`config.mk`:
```
export PLATFORM = sky130hd
export DESIGN_NAME = led_pulse_stretcher
export DESIGN_NICKNAME = d
export VERILOG_FILES = /design/src/rtl/led_pulse_stretcher_pkg.sv /design/src/rtl/led_pulse_stretcher_event_edge_detect.sv /design/src/rtl/led_pulse_stretcher.sv
export SDC_FILE = /design/constraint.sdc
export NUM_CORES = 1
export LEC_CHECK = 0
export CAP_MARGIN = 20
export CORE_ASPECT_RATIO = 0.8
export CORE_UTILIZATION = 52
export CTS_CLUSTER_SIZE = 16
export DETAILED_ROUTE_END_ITERATION = 16
export HOLD_SLACK_MARGIN = 0.06
export MAX_ROUTING_LAYER = met4
export PLACE_DENSITY_LB_ADDON = 0.15
export SLEW_MARGIN = 20
export SYNTH_ARGS = -nofsm -noshare
export SYNTH_HDL_FRONTEND = slang
export SYNTH_HIERARCHICAL = 1
export SYNTH_SLANG_ARGS = --single-unit
```
`constraint.sdc`:
```
create_clock -name i_Clk -period 3.6 [get_ports i_Clk]
set_input_delay 0.72 -clock i_Clk [delete_from_list [all_inputs] [get_ports i_Clk]]
set_output_delay 0.72 -clock i_Clk [all_outputs]
set_load 0.03 [all_outputs]
```
`src/rtl/led_pulse_stretcher_pkg.sv`:
```
// Shared types for the LED pulse stretcher.
// Provides the FSM state type and a small integer helper for width derivation.
package led_pulse_stretcher_pkg;

    typedef enum logic [1:0] {
        ST_IDLE,
        ST_ON,
        ST_GAP
    } state_t;

    function automatic int max_int(input int a, input int b);
        return (a > b) ? a : b;
    endfunction

endpackage

```
`src/rtl/led_pulse_stretcher_event_edge_detect.sv`:
```
// Registered rising-edge detector.
// Ports: clk, rst (sync, active-high), level in, rise out (level & ~previous level).
module event_edge_detect #(
    parameter logic RESET_VAL = 1'b1
) (
    input  logic clk,
    input  logic rst,
    input  logic level,
    output logic rise
);

    logic prev;

    always_ff @(posedge clk) begin
        if (rst) begin
            prev <= RESET_VAL;
        end else begin
            prev <= level;
        end
    end

    assign rise = level & ~prev;

endmodule

```
`src/rtl/led_pulse_stretcher.sv`:
```
// Stretches event strobes into visible LED pulses with a dark gap between them.
// Ports: i_Clk, i_Rst (sync, active-high), i_Event in; o_LED, o_Busy, o_Overflow registered out.
module led_pulse_stretcher
    import led_pulse_stretcher_pkg::*;
#(
    parameter int c_ON_TIME     = 2500000,
    parameter int c_OFF_TIME    = 1250000,
    parameter int c_MAX_PENDING = 7
) (
    input  logic i_Clk,
    input  logic i_Rst,
    input  logic i_Event,
    output logic o_LED,
    output logic o_Busy,
    output logic o_Overflow
);

    localparam int TIMER_MAX = max_int(c_ON_TIME, c_OFF_TIME);
    localparam int TIMER_W   = (TIMER_MAX > 1) ? $clog2(TIMER_MAX) : 1;
    localparam int PEND_W    = $clog2(c_MAX_PENDING + 1);

    localparam logic [TIMER_W-1:0] ON_LAST  = TIMER_W'(c_ON_TIME - 1);
    localparam logic [TIMER_W-1:0] OFF_LAST = TIMER_W'(c_OFF_TIME - 1);
    localparam logic [PEND_W-1:0]  PEND_MAX = PEND_W'(c_MAX_PENDING);

    state_t              state;
    logic [TIMER_W-1:0]  timer;
    logic [PEND_W-1:0]   pending;
    logic                rise;
    logic                gap_done;
    logic                consume;
    logic                queue_in;

    // Previous level resets high so a level held through reset is not an event.
    event_edge_detect #(
        .RESET_VAL (1'b1)
    ) u_edge (
        .clk   (i_Clk),
        .rst   (i_Rst),
        .level (i_Event),
        .rise  (rise)
    );

    // consume: the last gap cycle starts a new pulse, taking either a
    // queued event or the edge arriving right now.
    always_comb begin
        gap_done = 1'b0;
        consume  = 1'b0;
        queue_in = 1'b0;
        gap_done = (state == ST_GAP) && (timer == OFF_LAST);
        consume  = gap_done && ((pending != '0) || rise);
        queue_in = rise && (state != ST_IDLE);
    end

    always_ff @(posedge i_Clk) begin
        if (i_Rst) begin
            state      <= ST_IDLE;
            timer      <= '0;
            pending    <= '0;
            o_LED      <= 1'b0;
            o_Busy     <= 1'b0;
            o_Overflow <= 1'b0;
        end else begin
            o_Overflow <= 1'b0;

            unique case (state)
                ST_IDLE: begin
                    if (rise) begin
                        state  <= ST_ON;
                        timer  <= '0;
                        o_LED  <= 1'b1;
                        o_Busy <= 1'b1;
                    end
                end
                ST_ON: begin
                    if (timer == ON_LAST) begin
                        state <= ST_GAP;
                        timer <= '0;
                        o_LED <= 1'b0;
                    end else begin
                        timer <= timer + TIMER_W'(1);
                    end
                end
                ST_GAP: begin
                    if (gap_done) begin
                        timer <= '0;
                        if (consume) begin
                            state <= ST_ON;
                            o_LED <= 1'b1;
                        end else begin
                            state  <= ST_IDLE;
                            o_Busy <= 1'b0;
                        end
                    end else begin
                        timer <= timer + TIMER_W'(1);
                    end
                end
                default: begin
                    state  <= ST_IDLE;
                    timer  <= '0;
                    o_LED  <= 1'b0;
                    o_Busy <= 1'b0;
                end
            endcase

            // An edge that is consumed in the same cycle leaves the queue
            // unchanged, so it can never overflow.
            if (queue_in && !consume) begin
                if (pending == PEND_MAX) begin
                    o_Overflow <= 1'b1;
                end else begin
                    pending <= pending + PEND_W'(1);
                end
            end else if (consume && !queue_in) begin
                pending <= pending - PEND_W'(1);
            end
        end
    end

endmodule

```
== After elaboration in Yosys (flattened, before gate mapping) ==
Index checks and enable logic that the tools add are counted.
Storage, ports and cells
  output and inout bits: 3
  input port bits: 3
  word-level logic and storage cells: 63
  ROM bits: 0
  bits in latches: 0
  register bits after elaboration: 31
  RAM bits: 0
  memories kept: 0
Cells by class
  magnitude comparators: 0
  reductions and logical operators: 17
  shifts and indexed selects: 0
  bitwise gates (word level): 4
  equal/unequal tests: 11
  add/sub/neg operators: 3
  multipliers: 0
  div/mod/pow operators: 0
  multiplexer cells: 21
Operator list (count)
  22-bit two-way mux: 3
  22-bit one-hot mux with 3 select lines: 1
  22-bit by 1-bit adder with 22-bit output (second input constant): 1
  22-bit by 21-bit == test with 1-bit output (second input constant): 1
  22-bit == test (second input constant): 1
  2-bit != test (second input constant): 6
  3-bit two-way mux: 3
  1-bit two-way mux: 8
  4-bit AND reduction: 2
  2-bit two-way mux: 3
  1-bit one-hot mux with 3 select lines: 2
  2-bit one-hot mux with 3 select lines: 1
  1-bit logical AND: 5
  2-bit nonzero test: 2
  3-bit by 1-bit adder with 3-bit output (second input constant): 1
  3-bit == test (second input constant): 1
  1-bit inverter: 3
  3-bit AND reduction: 1
  3-bit nonzero test: 1
  3-bit by 1-bit subtractor with 3-bit output (second input constant): 1
  2-bit by 1-bit == test with 1-bit output (second input constant): 1
  2-bit == test (second input constant): 1
  1-bit zero test: 2
  2-bit zero test: 1
  other kinds (4): 4

== Longest topological paths before layout ==
  depth in word-level cells: 8
  mapped depth: 11

== Cells and area by module ==
The synthesis kept the hierarchy.
Modules (own cells, without submodules)
  led_pulse_stretcher: area each 1794.2 um^2, cells each 209, instances 1
  event_edge_detect: area each 32.5 um^2, cells each 3, instances 1

== Worst setup path after synthesis ==
No wires, ideal clock.
  kind: input to register
  from: input port i_Event
  to: register pending[2]
  arrival: 2.572 ns
  path buffers: 0
  setup slack: 0.900 ns
  stages: 10
  data required time: 3.472 ns
  path through: nor2b_1 > o41ai_1 > nor4_4 > nor2_1 > xnor2_1 > ha_1 > or3_1 > mux2i_1 > xnor2_1 > nor2_1
On the way
  cells in the longest elaborated chain, start to end: 7
  elaborated cells on any way between the ends: 12
  classes of those cells: 1 x eq/ne; 1 x mux; 1 x bitwise; 9 x reduce/logical
RTL lines
  start: declaration: line led_pulse_stretcher.sv:12  | input logic i_Event,
  1-bit bitwise AND *: line led_pulse_stretcher_event_edge_detect.sv:22  | assign rise = level & ~prev;
  1-bit logical OR: line led_pulse_stretcher.sv:51  | consume = gap_done && ((pending != '0) || rise);
  1-bit logical AND: line led_pulse_stretcher.sv:51
  1-bit zero test: line led_pulse_stretcher.sv:108  | if (queue_in && !consume) begin
  1-bit logical AND: line led_pulse_stretcher.sv:108
  2-bit != test (no line) / 2-bit nonzero test (equally long branches)
  2-bit AND reduction (no line)
  end signal: assignment: line led_pulse_stretcher.sv:112  | pending <= pending + PEND_W'(1);
  end signal: assignment: line led_pulse_stretcher.sv:115  | pending <= pending - PEND_W'(1);
  end: declaration: line led_pulse_stretcher.sv:28  | logic [PEND_W-1:0] pending;
Every way passes the cells marked *; elsewhere a longest branch is shown, timed or not.
A chain may end at the register's enable or synchronous reset.

== Final worst setup path ==
  from: input port i_Event
  to: register pending[2]
On the way
  cells in the longest elaborated chain, start to end: 7
  elaborated cells on any way between the ends: 12
  classes of those cells: 1 x eq/ne; 1 x mux; 1 x bitwise; 9 x reduce/logical
RTL lines
  1-bit bitwise AND *: line led_pulse_stretcher_event_edge_detect.sv:22
  net rise: line led_pulse_stretcher.sv:29  | logic rise;
  1-bit logical OR: line led_pulse_stretcher.sv:51
  1-bit logical AND: line led_pulse_stretcher.sv:51
  1-bit zero test: line led_pulse_stretcher.sv:108
  1-bit logical AND: line led_pulse_stretcher.sv:108
  2-bit != test (no line) / 2-bit nonzero test (equally long branches)
  2-bit AND reduction (no line)
The timed path passes the listed nets; every way through them passes the cells marked *.

==> results.json <==
{
  "io_pins": 6,
  "gr-total-overflow": 0,
  "ys_types": 49,
  "arrival_ns": 3.15,
  "min_to": "timer[6]",
  "peakVddDrop_mv": 0.425,
  "drv_cap": 0,
  "synth-compound-area-share": 0.197,
  "root_buffer": "clkbuf_8",
  "gp_congestion": 0.823,
  "ys_ff_latch": 31,
  "cts.htree.levels": 2,
  "post-cts-setup-buffer-count": 0,
  "max_stage_delay_ns": 0.46,
  "synth-xor-area-share": 0.0336,
  "viasPerCell": 6.19,
  "cts_sinks": 31,
  "clkTransAtPathRegs_ns": 0.06,
  "crit_chain": "clkdlybuf4s50_1 -> nor2b_1 -> o41ai_1 -> nor4_4 -> nor2_1 -> xnor2_1 -> ha_1 -> or3_1 -> mux2i_1 -> xnor2_1 -> nor2_1",
  "leakagePower_nw": 0.630,
  "synth_edf_count": 0,
  "fmax_mhz": 332,
  "cp_max_fo": 6,
  "synth_nets": 221,
  "ys_seq_area_frac": 0.340,
  "drt-pass1-iter-count": 5,
  "clk_latency_ns": 0.27,
  "outcome": "finished, final reports clean",
  "grtUsageMet1": 0.310,
  "route.detailed.drc": 0,
  "crit_path_top_delay_cell": "clkdlybuf4s50_1",
  "wl_per_cell_um": 15.1,
  "crit_path_start": "i_Event",
  "reg2reg_from": "timer[0]",
  "grt_antenna_before_repair": 0,
  "ys.flop_type": "dfxtp_1",
  "insertedDiodeCount": 0,
  "crit_path_end_kind": "flop",
  "synth.area.top_cells": "dfxtp_1, nand2_1, ha_1, a31oi_1, a21oi_1",
  "r2r_cells": 11,
  "fin_crit_sh": 0.838,
  "rsz0062_at_grt": "no",
  "p_total_w": 0.000962,
  "synth_top_area_share": 0.340,
  "cts_tree": "done",
  "hold_viol_final": 0,
  "r2r-end": "pending[2]",
  "relSlewSlack": 0.564,
  "worst_pin_slew_ns": 0.651,
  "synth_fa_ha_area_frac": 0.0411,
  "final_common_cell": "dfxtp_1",
  "grt_pass1_vias": 1330,
  "drt_iter0_markers": 71,
  "holdCritPathClass": "reg -> reg",
  "grt_first_pass_wirelength_mm": 6.14,
  "wl_mm": 3.90,
  "power_density_mw_per_mm2": 493,
  "postSynthCellCount": 212,
  "cp.required_ns": 3.74,
  "crit_type": "in -> reg",
  "die_y_um": 55.0,
  "fill_cells": 299,
  "synth-warning-count": 6,
  "io_buffer_count": 5,
  "ctsResizeCount": 0,
  "layout_common_cells": "dfxtp_1, nand2_1, nor2_1",
  "tns_ns": 0,
  "nNetsFinal": 228,
  "setup_viol": 0,
  "syn_to_final_growth_pct": 6.92,
  "drive_gt1_frac": 0.119,
  "grt.busiest_layer": "met2",
  "vias": 1598,
  "synthArstFlopShare": 0,
  "fin_crit_ns": 3.02,
  "use_met2": 0.351,
  "grt_max_degree": 16,
  "avgSynthCellArea_um2": 8.62,
  "ant_nets": 0,
  "cp_top_family": "simple AND/OR/NAND/NOR gates",
  "rrSetupSlack_ns": 1.05,
  "multi_input_area_mm2": 0.00110,
  "critPathLaunchType": "input port",
  "register_area_um2": 621,
  "dp_slack_ns": 0.350,
  "skew_ns": 0.00330,
  "die_area_mm2": 0.00376,
  "fin_hold_ws_ns": 0.502,
  "synth_top_family_by_area": "simple AND/OR/NAND/NOR gates",
  "synthMuxAreaShare": 0.0226,
  "cts_buffers": 5,
  "path_buf_inv": 1,
  "grt_use_total": 0.232,
  "core_area_mm2": 0.00322,
  "synth_top_cell_by_area": "dfxtp_1",
  "clock_path_buffers": 2,
  "post-route-util": 0.606,
  "rows": 18,
  "finalWorstSetupSlack_ns": 0.585,
  "die-width_um": 68.3,
  "hpwl_mm": 2.91,
  "drv_slew": 0,
  "use_met3": 0.0574,
  "cts_hold_buf": 0,
  "hold_path_depth": 2,
  "synth_area_mm2": 0.00183,
  "synthSimpleGateAreaFrac": 0.308,
  "min_from": "timer[6]",
  "start_util": 0.567
}
[state kept, by name (all words and copies together) (netlist names)]
signal / cells
timer: 22
u_edge/prev: 1
pending: 3
state: 2
o_Overflow: 1
o_Busy: 1
o_LED: 1
[cells by family (layout without fill, tap and decap cells)]
family                   after synthesis  count (layout)
AND/OR/NAND/NOR                       97              97
AO/OA/AOI/OAI                         49              49
flip-flops                            31              31
buffers and inverters                 18              24
XOR/XNOR                               7               7
adder cells (fa/ha/maj)                6               6
multiplexers                           4               4
[synth_stat cells, types with 4 or more instances]
cell type / instances
xnor2_1: 5
o21ai_0: 7
nor2b_1: 5
or3_1: 4
inv_1: 10
ha_1: 6
nand4_1: 6
nor3_1: 4
a21oi_1: 13
a31oi_1: 11
nor2_1: 17
dfxtp_1: 31
a21oi_2: 5
nand2_1: 26
nand3_1: 10
[layer usage]
layer  wire length, um  up-vias
met5                 0        -
met4                 0        0
met3               216        0
met2              1800       48
met1              1880      772
li1                  -      778
[area by class of cell]
type / instances / share of cell area
multi-input cells: 163 / 0.563
clock buffers: 6 / 0.0372
flip-flops and latches: 31 / 0.318
well taps: 40 / 0.0256
inverters: 10 / 0.0192
repair buffers: 8 / 0.0372
[tightest hold or removal path, stage by stage (launching register included)]
cell,delay [ns]
dfxtp_1,0.34
inv_1,0.06
o2bb2ai_1,0.05
[how the worst max path moves through the flow]
stage	cells after the start	endpoint	slack, ns
6_report	11	pending[2]	0.58
5_1_grt	11	pending[2]	0.46
4_1_cts	11	pending[2]	0.63
3_5_place_dp	11	pending[2]	0.35
3_3_place_gp	11	pending[2]	0.46
2_1_floorplan	10	pending[2]	0.90
[report_power, final]
group          internal [W]  switching [W]  leakage, nW  total, W
registers          0.000365      0.0000192        0.251  0.000384
clock network      0.000128       0.000114       0.0371  0.000242
logic              0.000120       0.000215        0.342  0.000336
total              0.000614       0.000348        0.630  0.000962
[stage by stage]
| stage | area [um^2] | instances |
|---|---|---|
| after floorplan | 1830 | 212 |
| after global placement | 1880 | 252 |
| after detailed placement | 1880 | 252 |
| after CTS | 1950 | 258 |
| after global routing | 1950 | 258 |
| final | 1950 | 258 |
Note: power is estimated with default switching activity, not from simulation.
